--- src/rtl/cnt_event_mon.sv ---
// cnt_event_mon: downstream monitor for the load/increment counter.
// It samples the counter value every clock and classifies each new value as a
// MATCH against a compare value, a WRAP (all-ones -> 0) or an unexpected JUMP.
// Detected events go into a small FIFO that is drained through a valid/ready port.
// Event encoding: ev_data = {type[1:0], value}; type 00=MATCH, 01=WRAP, 10=JUMP.
// Optional build macro CNT_EVENT_MON_PARITY_EN: adds an even-parity MSB, the XOR
// of {type,value}, which is stored with each entry.
module cnt_event_mon #(
    parameter int DEPTH = 4,
    parameter int CNT_W = 8
) (
    input  logic                    clk,
    input  logic                    reset,
    input  logic [CNT_W-1:0]        cnt_data,
    input  logic                    cnt_wr,
    input  logic [CNT_W-1:0]        cmp_val,
    input  logic                    cmp_en,
    output logic                    ev_valid,
    input  logic                    ev_ready,
`ifdef CNT_EVENT_MON_PARITY_EN
    output logic [CNT_W+2:0]        ev_data,
`else
    output logic [CNT_W+1:0]        ev_data,
`endif
    output logic [$clog2(DEPTH):0]  ev_count,
    output logic                    ev_ovf,
    output logic [7:0]              drop_cnt
);

    localparam int AW = $clog2(DEPTH);
`ifdef CNT_EVENT_MON_PARITY_EN
    localparam int EW = CNT_W + 3;
`else
    localparam int EW = CNT_W + 2;
`endif
    localparam logic [AW:0] FULL_CNT   = (AW+1)'(DEPTH);
    localparam logic [1:0]  TYPE_MATCH = 2'b00;
    localparam logic [1:0]  TYPE_WRAP  = 2'b01;
    localparam logic [1:0]  TYPE_JUMP  = 2'b10;

    logic [CNT_W-1:0] prev;
    logic             prev_valid;
    logic             wr_d;
    logic [CNT_W-1:0] prev_inc;
    logic             jump_det;
    logic             wrap_det;
    logic             match_det;
    logic             push;
    logic [1:0]       ev_type;
    logic [EW-1:0]    ev_entry;

    logic [EW-1:0]    mem [DEPTH];
    logic [AW-1:0]    wr_ptr;
    logic [AW-1:0]    rd_ptr;
    logic [AW:0]      count;
    logic             full;
    logic             pop;
    logic             accept;
    logic             drop;

    // Remember the previous sample and the load strobe that produced the current one
    always_ff @(posedge clk or posedge reset) begin
        if (reset) begin
            prev       <= '0;
            prev_valid <= 1'b0;
            wr_d       <= 1'b0;
        end else begin
            prev       <= cnt_data;
            prev_valid <= 1'b1;
            wr_d       <= cnt_wr;
        end
    end

    // Classify the current sample; a load suppresses JUMP only, priority JUMP > WRAP > MATCH
    always_comb begin
        prev_inc  = prev + 1'b1;
        jump_det  = prev_valid && (cnt_data != prev_inc) && (cnt_data != prev) && !wr_d;
        wrap_det  = prev_valid && (prev == {CNT_W{1'b1}}) && (cnt_data == '0);
        match_det = prev_valid && cmp_en && (cnt_data == cmp_val) && (prev != cmp_val);
        push      = jump_det || wrap_det || match_det;
        if (jump_det) begin
            ev_type = TYPE_JUMP;
        end else if (wrap_det) begin
            ev_type = TYPE_WRAP;
        end else begin
            ev_type = TYPE_MATCH;
        end
`ifdef CNT_EVENT_MON_PARITY_EN
        ev_entry = {^{ev_type, cnt_data}, ev_type, cnt_data};
`else
        ev_entry = {ev_type, cnt_data};
`endif
    end

    // FIFO control: a pop frees a slot in the same cycle, so full+pop still accepts a push
    always_comb begin
        full   = (count == FULL_CNT);
        pop    = (count != '0) && ev_ready;
        accept = push && (!full || pop);
        drop   = push && full && !pop;
    end

    // Event storage; contents are only observed through valid entries, so no reset needed
    always_ff @(posedge clk) begin
        if (accept) begin
            mem[wr_ptr] <= ev_entry;
        end
    end

    // Pointers and occupancy; pointers wrap naturally because DEPTH is a power of two
    always_ff @(posedge clk or posedge reset) begin
        if (reset) begin
            wr_ptr <= '0;
            rd_ptr <= '0;
            count  <= '0;
        end else begin
            if (accept) begin
                wr_ptr <= wr_ptr + 1'b1;
            end
            if (pop) begin
                rd_ptr <= rd_ptr + 1'b1;
            end
            case ({accept, pop})
                2'b10:   count <= count + 1'b1;
                2'b01:   count <= count - 1'b1;
                default: count <= count;
            endcase
        end
    end

    // Overflow bookkeeping: sticky flag plus a saturating count of dropped events
    always_ff @(posedge clk or posedge reset) begin
        if (reset) begin
            ev_ovf   <= 1'b0;
            drop_cnt <= 8'd0;
        end else if (drop) begin
            ev_ovf <= 1'b1;
            if (drop_cnt != 8'hFF) begin
                drop_cnt <= drop_cnt + 8'd1;
            end
        end
    end

    // Output port: head entry when valid, zero otherwise
    always_comb begin
        ev_valid = (count != '0);
        ev_count = count;
        ev_data  = ev_valid ? mem[rd_ptr] : '0;
    end

endmodule

--- config.mk ---
export PLATFORM = sky130hd
export DESIGN_NAME = cnt_event_mon
export DESIGN_NICKNAME = d
export VERILOG_FILES = /design/src/rtl/cnt_event_mon.sv
export SDC_FILE = /design/constraint.sdc
export NUM_CORES = 1
export LEC_CHECK = 0
export ABC_AREA = 1
export BUFFER_PORTS_ARGS = -buffer_cell sky130_fd_sc_hd__buf_2
export CORE_ASPECT_RATIO = 0.7
export CORE_UTILIZATION = 43
export DETAILED_ROUTE_END_ITERATION = 16
export GPL_ROUTABILITY_DRIVEN = 0
export PLACE_DENSITY = 0.6
export SYNTH_ARGS = -nofsm -noshare
export SYNTH_HDL_FRONTEND = slang
export SYNTH_SLANG_ARGS = --single-unit
--- constraint.sdc ---
create_clock -name clk -period 6.2 [get_ports clk]
set_input_delay 0 -clock clk [delete_from_list [all_inputs] [get_ports clk]]
set_output_delay 0 -clock clk [all_outputs]
set_load 0.05 [all_outputs]
==> results.cfg <==
[timing]
hold_viol = 0
relSlewSlack = 0.299
setup_violations = 0
layout_min_cycle_time_ps = 2750
setup_tns_ps = 0
worst_slack_ps = 3450
fmax_ghz = 0.363
drv_slew = 0
grt_setup_unrepaired = no
worstMarginPinSlew_ps = 1050
period_share = 0.444
skew_ps = 9.93

[synth]
syn_nets = 403
synthFlopType = edfxtp_1
synth_top_cell_area_share = 0.355
ys_types = 29
synth_edf_count = 40
synth_commonest_cells = nand2_1, nor2_1, inv_1, edfxtp_1, dfrtp_1
async_flop_share = 0.394
yosysTopAreaCell = edfxtp_1
ys_ff_latch = 66
seq_area_frac_synth = 0.547
yosysWarningCount = 0
syn_avg_cell_area_um2 = 9.05
synth.cell_area_um2 = 3380
netlist_instances = 374
synthTopCellsByArea = edfxtp_1, dfrtp_1, nand2_1
post-synth-top-count-cell = nand2_1

[cts]
clock_sinks = 66
clock_path_buffers = 2
cts_made_buffers = 9
ctsHtreeMaxLevel = 3
cts_root_buf = clkbuf_8
cts_tree = built
ctsResizeCount = 0
path_clk_slew_ps = 80
post_cts_buffers = 0
clk_latency_ps = 340
hold_buffers = 10

[floorplanning]
core-area_um2 = 7450
die_w_um = 108
fp.dieArea_um2 = 8230
die_h_um = 76.2
start_util = 0.454
io_pins = 44
num_rows = 26

[cells_and_area]
design_area_um2 = 4040
fillers = 709
antenna_cells = 0
syn2layout_area_growth_pct = 19.5
final_nets = 458
drive_gt1_frac = 0.173

[power]
cell_internal_pwr_uw = 1010
pwr-share-comb = 0.385
pwr-share-clk = 0.273
p_sw_frac = 0.422
irDropWorstVdd_uv = 208
seqPwrFrac = 0.343
switchingPower_uw = 740
leakagePower_uw = 0.00182
power-per-cell-area_nw_per_um2 = 433
totalPowerFinal_uw = 1750

[hold_path]
hold_path_end = rd_ptr[0]
hold_path_class = input port to flip-flop
hold_start = ev_ready
whs_path_depth = 4

[setup_path]
crit_start = prev[1]
cp_max_fo = 13
max_stage_delay_ps = 450
reg2reg_to = ev_count[2]
critical_path_arrival_ps = 2970
r2r_slack_ps = 3450
crit-reg2reg-launch = prev[1]
crit_required_ps = 6420
critPathSlowestCell = dfrtp_1
cp-end-kind = flip-flop
cp_cell_sequence = ha_1 > nand3_2 > nor2_2 > nor2_1 > a21oi_2 > nand3_2 > nand2_2 > nand2_4 > nand2_2 > ha_1 > inv_1 > fa_1 > a21oi_1 > o21ai_0 > xor2_1
cp-start-kind = flip-flop
rr_worst_depth = 15
critical_path_class = flip-flop to flip-flop

[route]
remaining_drc_errors = 0
drtPass1Iterations = 4
via_count = 2527
ant_nets = 0
viasPerCell = 4.75
drt_iter0_drc = 161
routed_wl_um = 7350
wl_per_cell_um = 13.8

[placed_design]
place_area_um2 = 3680
dp_hpwl_um = 5120
io_buffer_count = 43
preCtsSetupSlack_ps = 3490

[global_route]
grt.met1_usage = 0.280
overflow = 0
gr-usage-met3 = 0.0513
grt_pass1_vias = 2557
antenna_found_initial = 0
grt.busiest_layer = met2
grt_max_degree = 27
grt_pass1_wl_um = 12500
grt_util_all_layers = 0.202
grt_use_met2 = 0.315

[job]
drv_cap = 0

[outcome]
status = finished, final reports clean
-- power groups by stage --
stage / Clock [uW] / Combinational, uW / Sequential [uW]
after global routing: 512 / 737 / 611
final: 477 / 673 / 600
after detailed placement: 0 / 675 / 609
after CTS: 491 / 683 / 600
after global placement: 0 / 668 / 607
after floorplan: 0 / 488 / 638
-- worst max-delay path by stage --
stage	slack (ps)	cells past startpoint	to
after detailed placement	3490	15	ev_count[2]
final	3450	15	ev_count[2]
after global routing	3200	15	ev_count[2]
after CTS	3460	15	ev_count[2]
after global placement	3560	17	ev_count[2]
after floorplan	3690	10	ev_count[2]
-- flip-flops by register name, indices dropped and copies added, names as in the netlist --
| name | count |
|---|---|
| ev_count | 3 |
| mem | 40 |
| ev_ovf | 1 |
| wr_ptr | 2 |
| prev_valid | 1 |
| drop_cnt | 8 |
| wr_d | 1 |
| prev | 8 |
| rd_ptr | 2 |
-- metal layers --
| layer | share of wire | vias to the layer above |
|---|---|---|
| li1 | - | 1319 |
| met3 | 0.044 | 5 |
| met2 | 0.47 | 49 |
| met1 | 0.48 | 1154 |
| met4 | 0.0056 | 0 |
| met5 | 0 | - |
-- critical path, delay by kind of cell, from the launching register on --
kind / cells / cell delay [ps]
AO/OA/AOI/OAI: 3 / 390
XOR/XNOR: 1 / 150
adder cells (fa/ha/maj): 3 / 780
buffers and inverters: 1 / 60
flip-flops: 1 / 450
AND/OR/NAND/NOR: 7 / 810
-- kinds of logic after synthesis --
logic type | synth area share
fa+ha+maj | 0.0318
flops | 0.547
compound gates | 0.0629
simple gates | 0.235
xor+xnor | 0.0595
buf+inv | 0.0621
other cells | 0.00111
-- layout by cell type (no fill, tap or decap) --
master | netlist | final
nand2_1 | 78 | 78
buf_2 | 0 | 43
nand2_2 | 4 | 4
nand3_2 | 4 | 4
nand4_1 | 12 | 12
clkinv_4 | 0 | 1
xor2_1 | 7 | 7
a21oi_1 | 12 | 12
nor2_2 | 5 | 5
conb_1 | 1 | 1
nor2_1 | 64 | 64
fa_1 | 1 | 1
inv_2 | 1 | 1
dlygate4sd3_1 | 0 | 10
clkbuf_8 | 0 | 9
edfxtp_1 | 40 | 40
a21o_1 | 1 | 1
bufinv_16 | 0 | 4
o21ai_1 | 1 | 1
xnor2_1 | 16 | 16
a21oi_4 | 1 | 1
nand3_1 | 14 | 14
dfrtp_1 | 26 | 26
clkinv_1 | 1 | 1
ha_1 | 7 | 7
nand2_4 | 1 | 1
inv_1 | 42 | 42
inv_6 | 0 | 1
o21ai_0 | 23 | 23
clkbuf_1 | 6 | 1
nor3_1 | 2 | 2
a21oi_2 | 1 | 1
-- cell type report --
class	instances	area (um^2)	area share
clock buffers	10	128	0.0316
multi-input cells	255	1320	0.327
well taps	98	123	0.0303
repair buffers	53	315	0.0780
inverters	44	165	0.0409
clock inverters	6	138	0.0341
flip-flops and latches	66	1850	0.458
-- per-stage QoR --
stage | cells | util | hold WS (ps)
2_1_floorplan | 374 | - | 31.4
3_3_place_gp | 506 | 0.493 | 113
3_5_place_dp | 506 | 0.493 | 117
4_1_cts | 532 | 0.542 | 60.9
5_1_grt | 532 | 0.542 | 79.1
6_report | 532 | 0.542 | 71.0
Power figures use the tool's default switching activity.
